File: src/rtl/apb_slave_fabric_if.sv
// apb_slave_fabric_if: upstream APB (from the AXI-APB bridge) and downstream fan-out bus of apb_slave_fabric.
// The slave modport is the fabric's view; the master modport is the bridge/peripheral side.
interface apb_slave_fabric_if #(
  parameter int unsigned NumSlaves = 4
);
  logic [31:0]             p_addr;
  logic                    p_sel;
  logic                    p_enable;
  logic                    p_write;
  logic [31:0]             p_wdata;
  logic [31:0]             p_rdata;
  logic                    p_ready;
  logic                    p_slverr;

  logic [NumSlaves-1:0]    s_sel;
  logic                    s_enable;
  logic [31:0]             s_addr;
  logic                    s_write;
  logic [31:0]             s_wdata;
  logic [32*NumSlaves-1:0] s_rdata;
  logic [NumSlaves-1:0]    s_ready;
  logic [NumSlaves-1:0]    s_slverr;

  modport slave (
    input  p_addr, p_sel, p_enable, p_write, p_wdata,
    output p_rdata, p_ready, p_slverr,
    output s_sel, s_enable, s_addr, s_write, s_wdata,
    input  s_rdata, s_ready, s_slverr
  );

  modport master (
    output p_addr, p_sel, p_enable, p_write, p_wdata,
    input  p_rdata, p_ready, p_slverr,
    input  s_sel, s_enable, s_addr, s_write, s_wdata,
    output s_rdata, s_ready, s_slverr
  );
endinterface

File: src/rtl/apb_slave_fabric.sv
// apb_slave_fabric: latches one upstream APB transfer, decodes the target region and replays it downstream.
// Define APB_TIMEOUT_EN to abort ACCESS phases that stall for TimeoutCycles cycles.
module apb_slave_fabric #(
  parameter int unsigned NumSlaves     = 4,
  parameter logic [31:0] BaseAddr      = 32'h4000_0000,
  parameter int unsigned RegionBits    = 12,
  parameter int unsigned TimeoutCycles = 256
) (
  input  logic              a_clk,
  input  logic              a_reset_n,
  apb_slave_fabric_if.slave bus
);
  localparam int unsigned IdxW = (NumSlaves > 1) ? $clog2(NumSlaves) : 1;

  if (NumSlaves < 1 || NumSlaves > 16 || TimeoutCycles < 2) begin : g_param_err
    $error("apb_slave_fabric: NumSlaves must be 1..16 and TimeoutCycles >= 2");
  end

  typedef enum logic [1:0] {IDLE, SETUP, ACCESS, RESP} state_e;

  state_e               state_q, state_d;
  logic [NumSlaves-1:0] s_sel_q, s_sel_d;
  logic                 s_enable_q, s_enable_d;
  logic [31:0]          s_addr_q, s_addr_d;
  logic                 s_write_q, s_write_d;
  logic [31:0]          s_wdata_q, s_wdata_d;
  logic [31:0]          p_rdata_q, p_rdata_d;
  logic                 p_slverr_q, p_slverr_d;
  logic [IdxW-1:0]      idx_q, idx_d;
  logic                 abort_q, abort_d;

`ifdef APB_TIMEOUT_EN
  localparam int unsigned CntW = $clog2(TimeoutCycles);
  logic [CntW-1:0]      tmo_cnt_q, tmo_cnt_d;
`endif

  logic [31:0]          off_c, idx_full_c;
  logic                 mapped_c;
  logic [IdxW-1:0]      dec_idx_c;
  logic [NumSlaves-1:0] sel_onehot_c;
  logic [31:0]          slv_rdata_c;
  logic                 slv_ready_c, slv_err_c, p_ready_c;

  // Region decode; the >= guard keeps addresses below the window from wrapping into it.
  assign off_c      = bus.p_addr - BaseAddr;
  assign idx_full_c = off_c >> RegionBits;
  assign mapped_c   = (bus.p_addr >= BaseAddr) && (idx_full_c < 32'(NumSlaves));
  assign dec_idx_c  = IdxW'(idx_full_c);
  assign p_ready_c  = (state_q == RESP) && bus.p_enable;

  always_comb begin : slave_mux
    sel_onehot_c = '0;
    slv_rdata_c  = '0;
    slv_ready_c  = 1'b0;
    slv_err_c    = 1'b0;
    for (int unsigned i = 0; i < NumSlaves; i++) begin
      sel_onehot_c[i] = (dec_idx_c == IdxW'(i));
      if (idx_q == IdxW'(i)) begin
        slv_rdata_c = bus.s_rdata[32*i +: 32];
        slv_ready_c = bus.s_ready[i];
        slv_err_c   = bus.s_slverr[i];
      end
    end
  end

  always_comb begin : next_state
    state_d    = state_q;
    s_sel_d    = s_sel_q;
    s_enable_d = s_enable_q;
    s_addr_d   = s_addr_q;
    s_write_d  = s_write_q;
    s_wdata_d  = s_wdata_q;
    p_rdata_d  = p_rdata_q;
    p_slverr_d = p_slverr_q;
    idx_d      = idx_q;
    abort_d    = abort_q;
`ifdef APB_TIMEOUT_EN
    tmo_cnt_d  = tmo_cnt_q;
`endif
    case (state_q)
      IDLE: begin
        if (bus.p_sel) begin
          s_addr_d  = bus.p_addr;
          s_write_d = bus.p_write;
          s_wdata_d = bus.p_wdata;
          idx_d     = dec_idx_c;
          abort_d   = 1'b0;
          if (mapped_c) begin
            state_d = SETUP;
            s_sel_d = sel_onehot_c;
`ifdef APB_TIMEOUT_EN
            tmo_cnt_d = '0;
`endif
          end else begin
            state_d    = RESP;
            p_rdata_d  = '0;
            p_slverr_d = 1'b1;
          end
        end
      end
      SETUP: begin
        state_d    = ACCESS;
        s_enable_d = 1'b1;
        abort_d    = abort_q | ~bus.p_sel;
      end
      ACCESS: begin
        // An upstream that dropped p_sel still gets its downstream cycle finished, but no response.
        abort_d = abort_q | ~bus.p_sel;
        if (slv_ready_c) begin
          s_sel_d    = '0;
          s_enable_d = 1'b0;
          state_d    = abort_d ? IDLE : RESP;
          if (!abort_d) begin
            p_rdata_d  = s_write_q ? 32'h0 : slv_rdata_c;
            p_slverr_d = slv_err_c;
          end
        end
`ifdef APB_TIMEOUT_EN
        else if (tmo_cnt_q == CntW'(TimeoutCycles - 1)) begin
          s_sel_d    = '0;
          s_enable_d = 1'b0;
          state_d    = abort_d ? IDLE : RESP;
          if (!abort_d) begin
            p_rdata_d  = 32'h0;
            p_slverr_d = 1'b1;
          end
        end else begin
          tmo_cnt_d = tmo_cnt_q + CntW'(1);
        end
`endif
      end
      RESP: begin
        if (p_ready_c || !bus.p_sel) state_d = IDLE;
      end
      default: state_d = IDLE;
    endcase
  end

  always_ff @(posedge a_clk or negedge a_reset_n) begin : regs
    if (!a_reset_n) begin
      state_q    <= IDLE;
      s_sel_q    <= '0;
      s_enable_q <= 1'b0;
      s_addr_q   <= '0;
      s_write_q  <= 1'b0;
      s_wdata_q  <= '0;
      p_rdata_q  <= '0;
      p_slverr_q <= 1'b0;
      idx_q      <= '0;
      abort_q    <= 1'b0;
`ifdef APB_TIMEOUT_EN
      tmo_cnt_q  <= '0;
`endif
    end else begin
      state_q    <= state_d;
      s_sel_q    <= s_sel_d;
      s_enable_q <= s_enable_d;
      s_addr_q   <= s_addr_d;
      s_write_q  <= s_write_d;
      s_wdata_q  <= s_wdata_d;
      p_rdata_q  <= p_rdata_d;
      p_slverr_q <= p_slverr_d;
      idx_q      <= idx_d;
      abort_q    <= abort_d;
`ifdef APB_TIMEOUT_EN
      tmo_cnt_q  <= tmo_cnt_d;
`endif
    end
  end

  assign bus.s_sel    = s_sel_q;
  assign bus.s_enable = s_enable_q;
  assign bus.s_addr   = s_addr_q;
  assign bus.s_write  = s_write_q;
  assign bus.s_wdata  = s_wdata_q;
  assign bus.p_rdata  = p_rdata_q;
  assign bus.p_slverr = p_slverr_q;
  assign bus.p_ready  = p_ready_c;
endmodule

File: src/flat_wrapper.sv
// flat-port wrapper written by rule: the top's interface ports become plain ports
module apb_slave_fabric_flat 
#(
  parameter int unsigned NumSlaves     = 4,
  parameter logic [31:0] BaseAddr      = 32'h4000_0000,
  parameter int unsigned RegionBits    = 12,
  parameter int unsigned TimeoutCycles = 256
)
  (a_clk, a_reset_n, bus_p_addr, bus_p_sel, bus_p_enable, bus_p_write, bus_p_wdata, bus_p_rdata, bus_p_ready, bus_p_slverr, bus_s_sel, bus_s_enable, bus_s_addr, bus_s_write, bus_s_wdata, bus_s_rdata, bus_s_ready, bus_s_slverr);
  apb_slave_fabric_if #(.NumSlaves(NumSlaves)) bus_i ();
  input  logic a_clk;
  input  logic a_reset_n;
  input wire logic [$bits(bus_i.p_addr)-1:0] bus_p_addr;
  input wire logic [$bits(bus_i.p_sel)-1:0] bus_p_sel;
  input wire logic [$bits(bus_i.p_enable)-1:0] bus_p_enable;
  input wire logic [$bits(bus_i.p_write)-1:0] bus_p_write;
  input wire logic [$bits(bus_i.p_wdata)-1:0] bus_p_wdata;
  output wire logic [$bits(bus_i.p_rdata)-1:0] bus_p_rdata;
  output wire logic [$bits(bus_i.p_ready)-1:0] bus_p_ready;
  output wire logic [$bits(bus_i.p_slverr)-1:0] bus_p_slverr;
  output wire logic [$bits(bus_i.s_sel)-1:0] bus_s_sel;
  output wire logic [$bits(bus_i.s_enable)-1:0] bus_s_enable;
  output wire logic [$bits(bus_i.s_addr)-1:0] bus_s_addr;
  output wire logic [$bits(bus_i.s_write)-1:0] bus_s_write;
  output wire logic [$bits(bus_i.s_wdata)-1:0] bus_s_wdata;
  input wire logic [$bits(bus_i.s_rdata)-1:0] bus_s_rdata;
  input wire logic [$bits(bus_i.s_ready)-1:0] bus_s_ready;
  input wire logic [$bits(bus_i.s_slverr)-1:0] bus_s_slverr;
  assign bus_i.p_addr = bus_p_addr;
  assign bus_i.p_sel = bus_p_sel;
  assign bus_i.p_enable = bus_p_enable;
  assign bus_i.p_write = bus_p_write;
  assign bus_i.p_wdata = bus_p_wdata;
  assign bus_p_rdata = bus_i.p_rdata;
  assign bus_p_ready = bus_i.p_ready;
  assign bus_p_slverr = bus_i.p_slverr;
  assign bus_s_sel = bus_i.s_sel;
  assign bus_s_enable = bus_i.s_enable;
  assign bus_s_addr = bus_i.s_addr;
  assign bus_s_write = bus_i.s_write;
  assign bus_s_wdata = bus_i.s_wdata;
  assign bus_i.s_rdata = bus_s_rdata;
  assign bus_i.s_ready = bus_s_ready;
  assign bus_i.s_slverr = bus_s_slverr;
  apb_slave_fabric #(.NumSlaves(NumSlaves), .BaseAddr(BaseAddr), .RegionBits(RegionBits), .TimeoutCycles(TimeoutCycles)) u_core (.a_clk(a_clk), .a_reset_n(a_reset_n), .bus(bus_i));
endmodule
File: config.mk
export PLATFORM = sky130hd
export DESIGN_NAME = apb_slave_fabric_flat
export DESIGN_NICKNAME = d
export VERILOG_FILES = /design/src/rtl/apb_slave_fabric_if.sv /design/src/rtl/apb_slave_fabric.sv /design/src/flat_wrapper.sv
export SDC_FILE = /design/constraint.sdc
export NUM_CORES = 1
export LEC_CHECK = 0
export CAP_MARGIN = 20
export CORE_AREA = 2 2 118 120
export DETAILED_ROUTE_END_ITERATION = 6
export DIE_AREA = 0 0 120 122
export PLACE_DENSITY = 0.81
export SYNTH_ARGS = -nofsm -noshare
export SYNTH_HDL_FRONTEND = slang
export SYNTH_SLANG_ARGS = --single-unit
File: constraint.sdc
create_clock -name a_clk -period 3.7 [get_ports a_clk]
set_input_delay 0.37 -clock a_clk [delete_from_list [all_inputs] [get_ports a_clk]]
set_output_delay 0.37 -clock a_clk [all_outputs]
set_load 0.02 [all_outputs]
==> results of run 1 <==
[synth_stat cells, types with 2 or more instances]
master,count
mux2i_1,2
nor3_1,3
o21ai_0,5
clkbuf_1,12
nor2_1,4
mux2_2,66
mux4_2,33
a32o_1,36
ha_1,4
inv_1,6
nand2_1,12
or4_1,4
buf_1,9
buf_8,3
dfrtp_1,106
nand3b_1,2
[final cells by class]
| class | count | area [um^2] | share of cell area, % |
|---|---|---|---|
| Timing Repair Buffer | 315 | 3150 | 37.0 |
| Sequential cell | 106 | 2650 | 31.1 |
| Multi-Input combinational cell | 184 | 2170 | 25.5 |
| Clock buffer | 12 | 246 | 2.89 |
| Tap cell | 180 | 225 | 2.64 |
| Clock inverter | 4 | 48.8 | 0.573 |
| Inverter | 6 | 22.5 | 0.264 |
[per-layer routing]
metal  track usage (%)  part of all wire (%)
met1              26.0                    38
met2              39.3                    52
met3              6.09                   7.8
met4              8.46                   2.2
met5                 0                     0
[per-stage QoR]
stage	area, um^2	utilization (%)	hold slack [ns]
5_1_grt	8520	63.1	0.0335
2_1_floorplan	4970	-	0.0744
6_report	8520	63.1	-0.00162
3_3_place_gp	8200	60.7	0.474
4_1_cts	8500	62.9	0.264
3_5_place_dp	8200	60.7	0.481
[worst reg2reg max path: stages (launching register included)]
cell and delay (ns):
dfrtp_2 0.78, mux2_2 0.31, mux2i_1 0.14, nor3_2 0.61
buf_4 0.38, a32o_1 0.22
[path summary, 6_finish.rpt]
kind	end	slack (ns)
min reg2reg	u_core.bus.p_rdata[27]	0.49
max in group asynchronous	u_core.bus.s_addr[30]	2.70
min in group a_clk	u_core.bus.p_rdata[27]	0.49
min	u_core.bus.p_rdata[10]	-0.002
max	u_core.bus.p_rdata[28]	1.14
max reg2reg	u_core.bus.p_rdata[28]	1.19
[state kept, by name (all words and copies together), names as in the netlist]
name and count:
u_core.bus.s_addr 31, u_core.bus.p_rdata 32, u_core.abort_q 1, u_core.state_q 2, u_core.idx_q 1, u_core.bus.p_slverr 1, u_core.bus.s_sel 4, u_core.bus.s_wdata 32
u_core.bus.s_enable 1, u_core.bus.s_write 1
[logic make-up (layout without fill, tap and decap cells)]
logic type / after synthesis / in the layout / synth area share (%)
adder cells (fa/ha/maj): 4 / 4 / 1.01
AND/OR/NAND/NOR: 32 / 32 / 3.47
buffers and inverters: 31 / 337 / 3.05
flip-flops: 106 / 106 / 53.4
AO/OA/AOI/OAI: 47 / 47 / 8.79
multiplexers: 101 / 101 / 30.3
[power by group through the flow]
stage | Clock, W | Sequential, W | Combinational [W]
after CTS | 0.000993 | 0.00191 | 0.00314
final | 0.000961 | 0.00190 | 0.00311
after global placement | 0 | 0.00190 | 0.00308
after detailed placement | 0 | 0.00192 | 0.00313
after global routing | 0.00104 | 0.00197 | 0.00328
after floorplan | 0 | 0.00238 | 0.00126
==> results.cfg, run 1 <==
[floorplanning]
ios = 309
core_um2 = 13500
rows = 43
die-area_um2 = 14600
start_util_pct = 36.8
die_x_um = 120
die_y_um = 122

[final_layout]
final_common_cell = clkdlybuf4s50_1
final_cells = 807
diodes = 0
drive_above_1_share_pct = 20.1
fillers = 1017
synthToLayoutAreaGrowth_pct = 71.5
num-nets-final = 831
final_cell_mix = clkdlybuf4s50_1, dfrtp_1, mux2_2

[drt]
wirelength_um = 16600
vias_per_cell = 5.19
ant_nets = 0
wl_per_cell_um = 20.6
vias = 4189
drtPass1Iterations = 4
drtIter0Drc = 249
drc_errors = 0

[clock_network]
numCtsBuffers = 9
clkTransAtPathRegs_ns = 0.07
cts_resized = 0
root_buffer = clkbuf_16
cts_max_level = 3
cts_buffer_depth = 2
hold_buffers = 0
insertion_delay_ns = 0.34
clock_sinks = 106
cts_tree = yes
postCtsSetupBuffers = 0

[critical_path]
crit_cells = 6
reg2reg_depth = 5
critPathCaptureType = flop
slowest_delay_ns = 0.60
cp_cell_sequence = clkdlybuf4s50_1 -> or4_1 -> or4_4 -> o31a_1 -> nand2_4 -> a32o_1
critPathLaunchType = input pin
cp_max_fo = 32
crit_arrival_ns = 2.83
crit_start = bus_p_addr[26]
slowest_stage = or4_1
criticalPathCategory = input pin to flop
worst-path-buf-inv = 1
cp_top_family = simple AND/OR/NAND/NOR gates
crit_required_ns = 3.97
timing.rr.start = u_core.idx_q[0]

[power]
p_clk_share_pct = 16.1
p_switching_w = 0.00212
power_frac_comb_pct = 52.1
seqPwrFrac_pct = 31.9
intPower_w = 0.00385
p_leak_nw = 3.39
p_per_area_nw_per_um2 = 701
p_total_w = 0.00597
swShare_pct = 35.5
ir_drop_v = 0.000394

[synth]
synth_area_leaders = dfrtp_1, mux2_2, mux4_2
synth-main-ff-cell = dfrtp_1
synth_cells = 321
synth_seq_cells = 106
async_reset_ff_share_pct = 100
yosys_warnings = 0
syn-cell-area_um2 = 4970
synth_cell_types = 30
synth_top_area_share_pct = 53.4
yosysSeqAreaShare_pct = 53.4
syn_avg_cell_area_um2 = 15.5
synth.net_count = 530
synth_edf_count = 0
yosysTopAreaCell = dfrtp_1

[sta]
post-route-period-util_pct = 69.1
rsz0062_at_grt = no
min_period_ns = 2.56
max-slew-margin-rel_pct = 49.4
hold_ws_ns = -0.00162
hold_viol = 3
max_clock_freq_ghz = 0.391
tightest_slew_ns = 0.760
finClkSkew_ns = 0.0115
setup_viol = 0
fin_tns_setup_ns = 0
drv_slew = 0
fin_ws_ns = 1.14

[grt]
first_global_vias = 4428
overflow = 0
grt_max_degree = 84
grt_use_total_pct = 22.3
antenna_found_initial = 0
grt_first_pass_wirelength_um = 24800

[min_path]
hold_path.class = input pin to async pin

[job]
maxCapViolCount = 0

[outcome]
failed_checks = negative hold slack
status = finished, violations left

[placement]
io_buffers = 308
dp.final_hpwl_um = 12800
dp_cells = 790
place_congestion = 0.833
place_ws_ns = 0.802
No activity file was read; power rests on OpenSTA's default activity.
==> inputs of run 2 (changes only) <==
CORE_AREA = unset   (was 2 2 118 120)
CORE_UTILIZATION = 34   (was unset)
DIE_AREA = unset   (was 0 0 120 122)
PLACE_DENSITY = 0.78   (was 0.81)
clock period = 2.25 ns   (was 3.7 ns; I/O delays follow)
==> results.cfg, run 2 (synthesized netlist as in run 1, its figures left out) <==
[clock_network]
root_buffer = clkbuf_16
cts_buffer_depth = 2
cts_max_level = 3
numCtsBuffers = 9
clock_sinks = 106
cts_tree = yes
clkTransAtPathRegs_ns = 0.07
insertion_delay_ns = 0.35
postCtsSetupBuffers = 0

[final_layout]
final_common_cell = clkdlybuf4s50_1
seq_area_um2 = 2650
drive_above_1_share_pct = 21.9
synthToLayoutAreaGrowth_pct = 75.2
diodes = 0
multi_input_area_um2 = 2190
fillers = 1096
final_cell_mix = clkdlybuf4s50_1, dfrtp_1, mux2_2
num-nets-final = 840
fin_area_um2 = 8710

[critical_path]
cp_max_fo = 16
criticalPathCategory = input pin to flop
critPathLaunchType = input pin
crit_required_ns = 2.54
critPathCaptureType = flop
crit_arrival_ns = 2.49
crit_start = bus_p_addr[26]
timing.rr.start = u_core.idx_q[0]

[job]
maxCapViolCount = 0

[sta]
min_period_ns = 2.20
max-slew-margin-rel_pct = 52.2
hold_viol = 0
setup_viol = 0
drv_slew = 0
hold_ws_ns = 0.154
finClkSkew_ns = 0.00717
post-route-period-util_pct = 97.9
max_clock_freq_ghz = 0.454
tightest_slew_ns = 0.717

[power]
p_per_area_nw_per_um2 = 1170
p_leak_nw = 3.50
ir_drop_v = 0.000870

[drt]
wirelength_um = 16100
drc_errors = 0
vias_per_cell = 5.15
drtIter0Drc = 184
drtPass1Iterations = 5
wl_per_cell_um = 19.7
vias = 4204
ant_nets = 0

[floorplanning]
die-area_um2 = 15100
start_util_pct = 35.3
die_x_um = 123
core_um2 = 14100
rows = 43
die_y_um = 123
ios = 309

[grt]
overflow = 0
grt_max_degree = 55
first_global_vias = 4659
grt_first_pass_wirelength_um = 24000
grt_use_total_pct = 21.5
antenna_found_initial = 0

[min_path]
hold_path.class = input pin to flop
hp-start = bus_p_addr[27]

[outcome]
status = complete, no violations

[placement]
io_buffers = 308
placed_cell_area_um2 = 8320
place_congestion = 0.913
dp.final_hpwl_um = 12400
run 2: metrics by stage:
stage / setup TNS, ns / worst slack, ns / instances / power (W) / utilization (%)
floorplan: 0 / 0.0781 / 321 / 0.00600 / -
global placement: -11.69 / -0.325 / 798 / 0.00829 / 59.0
detailed placement: -13.02 / -0.376 / 798 / 0.00842 / 59.0
CTS: 0 / 0.0130 / 815 / 0.0102 / 61.5
global route: -0.00719 / -0.00610 / 816 / 0.0107 / 61.8
finish: 0 / 0.0465 / 816 / 0.0102 / 61.8
run 2: layer usage:
| metal | vias to the layer above | wire, um | track usage [%] |
|---|---|---|---|
| li1 | 1887 | - | - |
| met1 | 2097 | 5660 | 22.5 |
| met2 | 194 | 8480 | 39.6 |
| met3 | 26 | 1590 | 6.50 |
| met4 | 0 | 385 | 8.84 |
| met5 | - | 0 | 0 |
run 2: timing repair:
action,in CTS,in global routing
gates resized for setup,1,4
pin swaps,1,1
hold buffers,1,0
endpoints found under the setup margin,6,36
gates cloned,0,1
hold endpoints to repair,53,0
run 2: power breakdown:
part / internal (W) / total, W / leakage, nW / switching (W)
sequential: 0.00265 / 0.00308 / 1.32 / 0.000430
clock: 0.00104 / 0.00173 / 0.163 / 0.000692
combinational: 0.00293 / 0.00535 / 2.01 / 0.00241
total: 0.00662 / 0.0102 / 3.50 / 0.00354
run 2: worst paths after layout:
| kind | cells after the start | slack (ns) | to |
|---|---|---|---|
| setup / recovery | 7 | 0.05 | u_core.bus.p_rdata[31] |
| hold / removal | 2 | 0.15 | u_core.bus.s_addr[27] |
| setup reg to reg | 5 | 0.34 | u_core.state_q[0] |
| hold reg to reg | 1 | 0.49 | u_core.bus.p_rdata[1] |
| max in group asynchronous | 3 | 1.00 | u_core.bus.s_wdata[21] |
| min in group asynchronous | 2 | 0.49 | u_core.bus.s_addr[4] |
run 2: cell type report:
type | instances | area share [%]
Clock buffer | 12 | 2.95
Clock inverter | 4 | 0.848
Inverter | 6 | 0.259
Multi-Input combinational cell | 184 | 25.1
Sequential cell | 106 | 30.5
Tap cell | 180 | 2.59
Timing Repair Buffer | 324 | 37.7
run 2: critical path, cell delays in order:
cell and delay, ns:
clkdlybuf4s50_1 0.41, or4_4 0.55, or4_4 0.56, o31a_1 0.31
nand2_4 0.12, clkbuf_16 0.18, a32o_1 0.13
